`src/rtl/vedic_mul_arbiter.sv`:
```
// vedic_mul_arbiter: round-robin sharing of one pipelined 32x32 multiplier among N_REQ requesters.
// Ports: clk/reset_n (sync, active-low); req_valid/req_ready/req_a/req_b operand handshake per requester;
// resp_valid/resp_ready/resp_data product return per requester; mul_a/mul_b/mul_result multiplier side;
// busy (any operation pending); op_count (completed response handshakes, wrapping).
module vedic_mul_arbiter #(
  parameter int N_REQ       = 4,
  parameter int MUL_LATENCY = 6
) (
  input  logic                 clk,
  input  logic                 reset_n,
  input  logic [N_REQ-1:0]     req_valid,
  output logic [N_REQ-1:0]     req_ready,
  input  logic [32*N_REQ-1:0]  req_a,
  input  logic [32*N_REQ-1:0]  req_b,
  output logic [N_REQ-1:0]     resp_valid,
  input  logic [N_REQ-1:0]     resp_ready,
  output logic [64*N_REQ-1:0]  resp_data,
  output logic [31:0]          mul_a,
  output logic [31:0]          mul_b,
  input  logic [63:0]          mul_result,
  output logic                 busy,
  output logic [31:0]          op_count
);
  localparam int IW = $clog2(N_REQ);
  // One extra stage covers the operand register in front of the multiplier.
  localparam int D  = MUL_LATENCY + 1;

  logic [N_REQ-1:0][31:0] a_v, b_v;
  logic [N_REQ-1:0][63:0] rd_q, rd_d;
  logic [N_REQ-1:0]       pend_q, pend_d, rv_q, rv_d, elig, hs, gnt_oh, cap_oh;
  logic [IW-1:0]          rr_q, rr_d, gid, lo, hi;
  logic                   hi_ok, gnt;
  logic [D-1:0]           tv_q;
  logic [D-1:0][IW-1:0]   tid_q;
  logic [31:0]            mul_a_q, mul_a_d, mul_b_q, mul_b_d, op_count_q, op_count_d;

  assign a_v  = req_a;
  assign b_v  = req_b;
  assign elig = req_valid & ~pend_q;
  assign hs   = rv_q & resp_ready;

  // Round-robin: lowest eligible index at or above rr_q, else lowest eligible overall.
  always_comb begin
    lo = '0;
    hi = '0;
    hi_ok = 1'b0;
    for (int i = N_REQ - 1; i >= 0; i--) begin
      if (elig[i]) lo = IW'(i);
      if (elig[i] && IW'(i) >= rr_q) begin
        hi = IW'(i);
        hi_ok = 1'b1;
      end
    end
    gid = hi_ok ? hi : lo;
    gnt = reset_n && |elig;
    gnt_oh = gnt ? N_REQ'(1) << gid : '0;
    cap_oh = tv_q[D-1] ? N_REQ'(1) << tid_q[D-1] : '0;
    rr_d = !gnt ? rr_q : (gid == IW'(N_REQ - 1)) ? '0 : gid + IW'(1);
    pend_d = (pend_q & ~hs) | gnt_oh;
    rv_d = (rv_q & ~hs) | cap_oh;
    mul_a_d = gnt ? a_v[gid] : mul_a_q;
    mul_b_d = gnt ? b_v[gid] : mul_b_q;
    op_count_d = op_count_q;
    for (int i = 0; i < N_REQ; i++) begin
      op_count_d = op_count_d + 32'(hs[i]);
      rd_d[i] = cap_oh[i] ? mul_result : rd_q[i];
    end
  end

  always_ff @(posedge clk) begin
    if (!reset_n) begin
      pend_q     <= '0;
      rv_q       <= '0;
      rd_q       <= '0;
      rr_q       <= '0;
      tv_q       <= '0;
      tid_q      <= '0;
      mul_a_q    <= '0;
      mul_b_q    <= '0;
      op_count_q <= '0;
    end else begin
      pend_q     <= pend_d;
      rv_q       <= rv_d;
      rd_q       <= rd_d;
      rr_q       <= rr_d;
      tv_q       <= {tv_q[D-2:0], gnt};
      tid_q      <= {tid_q[D-2:0], gid};
      mul_a_q    <= mul_a_d;
      mul_b_q    <= mul_b_d;
      op_count_q <= op_count_d;
    end
  end

  assign req_ready  = gnt_oh;
  assign resp_valid = rv_q;
  assign resp_data  = rd_q;
  assign mul_a      = mul_a_q;
  assign mul_b      = mul_b_q;
  assign op_count   = op_count_q;
  assign busy       = reset_n & |pend_q;
endmodule
```
`config.mk`:
```
export PLATFORM = sky130hd
export DESIGN_NAME = vedic_mul_arbiter
export DESIGN_NICKNAME = d
export VERILOG_FILES = /design/src/rtl/vedic_mul_arbiter.sv
export SDC_FILE = /design/constraint.sdc
export NUM_CORES = 1
export LEC_CHECK = 0
export CELL_PAD_IN_SITES_DETAIL_PLACEMENT = 0
export CELL_PAD_IN_SITES_GLOBAL_PLACEMENT = 2
export CORE_MARGIN = 1.5
export CORE_UTILIZATION = 21
export DETAILED_ROUTE_END_ITERATION = 8
export PLACE_DENSITY_LB_ADDON = 0.1
export RECOVER_POWER = 25
export SYNTH_ARGS = -nofsm -noshare
export SYNTH_HDL_FRONTEND = slang
export SYNTH_SLANG_ARGS = --single-unit
```
`constraint.sdc`:
```
create_clock -name clk -period 2.95 [get_ports clk]
set_clock_uncertainty 0.1 [all_clocks]
set_input_delay 0.295 -clock clk [delete_from_list [all_inputs] [get_ports clk]]
set_output_delay 0.295 -clock clk [all_outputs]
set_load 0.1 [all_outputs]
```
==> results of run 1 <==
[metal layers]
metal / global-route usage (%) / part of all wire [%] / vias up
met5: 0 / 0.16 / -
met4: 3.77 / 1.5 / 18
met3: 7.27 / 8.6 / 80
met2: 33.5 / 50 / 460
met1: 22.3 / 40 / 6967
li1: - / - / 7230
[power by group through the flow]
stage / logic [uW] / registers (uW) / clock network [uW]
floorplan: 2400 / 9190 / 0
global placement: 7840 / 6160 / 0
detailed placement: 7850 / 6140 / 0
CTS: 7860 / 6060 / 6380
global route: 7910 / 6110 / 6600
finish: 7620 / 6060 / 6150
[registers in the layout (all words and copies together), names as in the netlist]
name        cells
mul_a          32
resp_data     256
resp_valid      4
op_count       32
rr_q            2
tv_q            7
mul_b          32
pend_q          4
tid_q          14
[kinds of logic after synthesis]
family,after synthesis
compound gates,350
fa+ha+maj,8
mux,129
simple gates,714
buf+inv,139
flops,383
xor+xnor,23
[worst max-delay path by stage]
stage	cells after the start	end	slack, ns	from
floorplan	10	op_count[26]	-0.14	resp_valid[0]
global placement	11	op_count[26]	-0.29	resp_ready[2]
detailed placement	11	op_count[30]	-0.27	resp_ready[0]
CTS	8	req_ready[0]	0.04	rr_q[1]
global route	8	req_ready[0]	0.002	pend_q[2]
finish	8	req_ready[0]	0.15	pend_q[1]
[stage by stage]
stage	area (um2)	setup WS [ns]
floorplan	15200	-0.136
global placement	22700	-0.294
detailed placement	22700	-0.273
CTS	24300	0.0424
global route	23800	0.00233
finish	23800	0.151
[placed cells by master, fill, tap and decap left out, drive strengths merged, types with 3 or more instances in the layout]
cell type	synthesis	routed
and4	3	3
inv	13	14
nand2	593	593
xnor2	8	8
buf	40	271
a22oi	4	4
nor2	38	38
clkbuf	86	222
nand2b	7	7
or3	5	5
and2	23	23
clkinv	0	14
fa	3	3
o21ai	6	6
nor2b	4	4
nand3	14	14
o221ai	64	64
ha	5	5
nand4	8	8
dfxtp	383	383
and3	7	7
clkdlybuf4s50	0	328
a21oi	268	268
xor2	15	15
mux2i	129	129
[critical path, stage by stage, from the launching register on]
cell	delay [ns]
dfxtp_1	0.35
nand2b_1	0.19
a21oi_1	0.16
a2bb2oi_1	0.21
and2_2	0.22
inv_1	0.07
ha_1	0.21
and3_2	0.23
buf_12	0.18
[cell type report]
cell class                 instances  area share (%)
tap                              950            5.00
clock inverter                    18           0.737
multi-input combinational       1224            29.5
sequential                       383            32.3
clock buffer                      73            6.26
inverter                          13           0.237
antenna                            2          0.0210
timing repair buffer             749            26.0
[what timing repair did]
action,4_1_cts,5_1_grt
endpoints found under the setup margin,2,2
hold buffers,0,0
gates resized for setup,2,3
==> metrics, run 1 <==
number of global-route vias before repair around 15k; footprint of the multi-input gates between 7000 and 8000 um2; FILL cells 7601; Post-Synth XOR/XNOR Area about 1.3%; final core occ 33.2%; Least-Margin Pin Slew roughly 1.5 ns; worst-path fanout max 4; Gate power share a little under two fifths; GPL Wtd Cong between 0.8 and 0.9; Post-synth top flop dfxtp_1; hold path start mul_result[34]; sequential element share of the synthesized area roughly half; CTS Buf Count 49; Final ANT Viol Nets 0; FF-to-FF End op_count[30]; internal power between 10000 and 15000 uW; number of remaining DRC errors 0; top post-synthesis cells by count nand2_1, dfxtp_1, a21oi_1; area share of the largest cell type after synthesis 50.4%; fmax about 360 MHz; WL/cell between 20 and 25 um; die height around 270 um; syn avg cell area 8.71 um2; Synth Area in Compound Gates approximately 15%; ys async rst share 0%; count of final max-slew check failures 25; DR iter-0 viols 764; total wire length between 70000 and 80000 um; Clock Path Buffers 3; Clk pwr share between 30 and 40%; flip-flop and latch count after synthesis roughly 380; register area 7680 um2; Final Power between 15000 and 20000 uW; R2R depth 10; Post-synth EDFFs 0; first-pass detailed-route iteration total 5; Hold WS ~0.25 ns; endpoints failing hold 0; Clk Tree Root Cell clkbuf_16; area added between synthesis and finish 56.4%; Power Density around 830 nW/um2; antenna violations before repair 12; Syn Nets 2084; global-route wire length before repair ~110000 um; Post-Synthesis Cells around 1.7k; post-synthesis cell area 15200 um2; Finish-stage setup viols 0; mux share of post-synthesis cell area about 8.5%; Congestion Overflow GR 0; clk slew on worst S/H paths roughly 0.06 ns; status finished, violations left; Slew headroom -0.684%; total negative slack 0 ns; largest family of logic cells by synthesized area simple AND/OR/NAND/NOR gates; Worst Hold Depth 3; Cell Rows 98; CTS tree yes; hold crit path type in2reg; CP Capture Type primary output; RSZ-0062 raised after global routing false; Die Area around 74000 um2; LEAKAGE 0.00884 uW; CP Data Arrival Time ~2.4 ns; TritonCTS Sinks between 300 and 400; layout cells sized above 1 ~18%; DR vias roughly 15k; latest clock arrival within the worst-skew pair slightly below 0.6 ns; largest net degree at the start of global routing 88; initial core utilization around a fifth; detailed placer's ending HPWL about 55000 um; internal reg-to-reg setup slack roughly 0.22 ns; Post-CTS Setup Bufs 0; WHS Endpoint resp_data[98]; fin crit share between 90 and 100%; Die W 272 um; crit start category flip-flop; dominant cell type by area after synthesis dfxtp_1; sequential share of power a little under a third; H-tree Lvls 2; failing checks capacitance limit, slew limit; simple-gate area share of the yosys netlist around a fifth; Post-Synth Adder-Cell Area less than 1%; sw frac 41.8%; Distinct cells, synth 49; nets 2758; # IOs 691; port buffer count around 700; Yosys Warn Count 0; Layout Cells excl Fill 3412; Final min period 2.80 ns; Psw just over 8000 uW; top cells by area, synth dfxtp_1, nand2_1, a21oi_1; Placeable Area approximately 70000 um2; worst r2r src resp_valid[0]; VDD IR max 0.818 mV; most frequent cell after synthesis nand2_1; Cells after DPL between 3k and 4k; maxcap violations 1; Setup CP Type reg2out; Avg Vias per Cell around 4.3; critical path required time approximately 2.6 ns; Total GRT Usage about a fifth
Power figures use the tool's default switching activity.
==> run 2: changes to the inputs <==
Settings changed: ABC_AREA from default to 1, CORE_UTILIZATION 21 to 20, TNS_END_PERCENT from default to 5.
==> run 2 against run 1 <==
The flow still finishes with violations (capacitance limit, slew limit). Cell count rose by 27%. Largest cell class unchanged. Clock power grew 5.0%. Via count grew 23%. Total power grew 9.1%. Synthesized cell count grew 46%. Area after synthesis increased by 11%. Critical path type is now reg2reg. Count of clock-buffer cells in the layout fell by 2. Global-route usage shrank 0.81 points.
==> metrics, run 2 <==
Setup CP Type reg2reg; footprint of the multi-input gates 7230 um2; latest clock arrival within the worst-skew pair 0.60 ns; DP Area about 24000 um2; fin crit share ~94%; Post-synth EDFFs 0; Post-synth top flop dfxtp_1; Die W 294 um; DR iter-0 viols 706; number of remaining DRC errors 0; Total GRT Usage between 10% and 20%; flip-flop and latch count after synthesis approximately 380; count of final max-slew check failures 67; failing checks capacitance limit, slew limit; most frequent cell after synthesis nand2_1; crit start category flip-flop; WL/cell around 19 um; TritonCTS Sinks around 380; sequential element share of the synthesized area about 45%; largest net degree at the start of global routing 232; Clk Tree Root Cell clkbuf_16; endpoints failing hold 0; global-route wire length before repair 120000 um; GPL Wtd Cong around 0.83; Worst Setup SP resp_valid[0]; # IOs roughly 690; nets roughly 3.5k; antenna violations before repair 35; Power Density between 800 and 900 nW/um2; worst r2r src resp_valid[0]; CTS tree yes; Avg Vias per Cell around 4.2; DR vias 18.2k; Least-Margin Pin Slew 1.61 ns; VDD IR max approximately 0.77 mV; internal reg-to-reg setup slack roughly 0.18 ns; Final ANT Viol Nets 0; Setup WS pre-CTS -0.366 ns; post-synthesis cell area approximately 17000 um2; Yosys Warn Count 0; FILL cells ~9.4k; CP Capture Type flip-flop; detailed placer's ending HPWL around 60000 um; CTS Buf Count 50; # hold bufs at CTS 0; most common cell after layout, fill and taps aside nand2_1; CP Data Arrival Time about 3.1 ns; Finish-stage setup viols 0; area share of the largest cell type after synthesis a little under half; worst setup margin 0.176 ns; total negative slack 0 ns; syn avg cell area between 6 and 7 um2; hold path start resp_ready[3]; status finished, violations left; max reg flops about 260; critical path required time around 3.3 ns; H-tree Lvls 2; hold crit path type in2reg; area added between synthesis and finish 51.5%; Congestion Overflow GR 0; Final Cell Area approximately 26000 um2; clk slew on worst S/H paths approximately 0.06 ns; number of global-route vias before repair approximately 18k; commonest cells after routing, fill and taps aside nand2_1, nor2_1, inv_1; first-pass detailed-route iteration total 5; top post-synthesis cells by count nand2_1, nor2_1, inv_1; fmax approximately 360 MHz; Syn Nets between 2k and 3k; Distinct cells, synth 36; dominant cell type by area after synthesis dfxtp_1; register area 7680 um2; maxcap violations 1; Post-Synthesis Cells 2543; Slew headroom -7.47%; Die Area slightly below 90000 um2; total wire length 83200 um; layout cells sized above 1 around an eighth; Cell Rows roughly 110; top cells by area, synth dfxtp_1, nand2_1, nor2_1; Final min period ~2.8 ns; port buffer count 690; LEAKAGE around 0.012 uW; Placeable Area between 80000 and 90000 um2; die height roughly 300 um; worst-path fanout max 3; ys async rst share 0%; initial core utilization about a fifth; Clock Path Buffers 3
-- run 2: cell count changes after synthesis, sizes merged, moves of 11 or more --
cell / delta
nor2: +400
inv: +378
o21ai: +259
nand3: +258
a21oi: -178
mux2i: -129
nand2: -109
o221ai: -64
buf: +28
and2: -22
nor3: +16
xor2: -11
-- run 2: kinds of logic after synthesis --
kind of cell             Yosys count  synth area share (%)
AO/OA/AOI/OAI                    362                  10.9
adder cells (fa/ha/maj)            8                 0.723
XOR/XNOR                           6                 0.310
buffers and inverters            551                  12.7
flip-flops                       383                  45.2
AND/OR/NAND/NOR                 1233                  30.1
-- run 2: worst paths after layout --
kind | to | cells after the start
worst min register to register | tid_q[12] | 2
worst max-delay path | op_count[16] | 13
worst max register to register | op_count[16] | 13
worst min-delay path | resp_valid[3] | 4
-- run 2: layout make-up --
class / count / share of cell area [%]
Multi-Input combinational cell: 1609 / 28.2
Antenna cell: 8 / 0.0779
Clock inverter: 17 / 1.18
Sequential cell: 383 / 29.9
Timing Repair Buffer: 731 / 23.9
Clock buffer: 71 / 5.53
Tap cell: 1134 / 5.52
Inverter: 391 / 5.71
-- run 2: where the power goes --
| group | switching, uW | internal (uW) | total, uW |
|---|---|---|---|
| clock | 2510 | 3950 | 6460 |
| combinational | 6940 | 2200 | 9140 |
| sequential | 310 | 5710 | 6020 |
| total | 9760 | 11900 | 21600 |
-- run 2: per-stage QoR --
stage	power [uW]	hold WS [ns]	instances	utilization, %
after floorplan	12700	0.290	2543	-
after global placement	15600	0.295	4248	29.0
after detailed placement	15500	0.295	4248	29.0
after CTS	22200	0.0492	4336	31.1
after global routing	22800	0.238	4340	30.6
final	21600	0.255	4344	30.6
-- run 2: timing repair --
action                     CTS  global route
resized for setup            0            10
hold endpoints to repair     0             0
buffers inserted             0             0
setup endpoints to repair    0            10
-- run 2: worst max-delay path, stage by stage (launching register included) --
cell and delay, ns:
dfxtp_4 0.34, nand2_1 0.09, fa_1 0.53, fa_2 0.40, inv_2 0.08, fa_2 0.23, nand2_2 0.09, inv_2 0.09
nand2_2 0.08, nor2_4 0.14, nand3_2 0.12, buf_4 0.17, nor3_1 0.12, nor3_1 0.07
-- run 2: metal layers --
layer	GRT usage, %	part of all wire [%]
met1	21.5	41
met5	0	0.36
met2	31.6	48
met4	4.44	2.3
met3	6.74	8.6
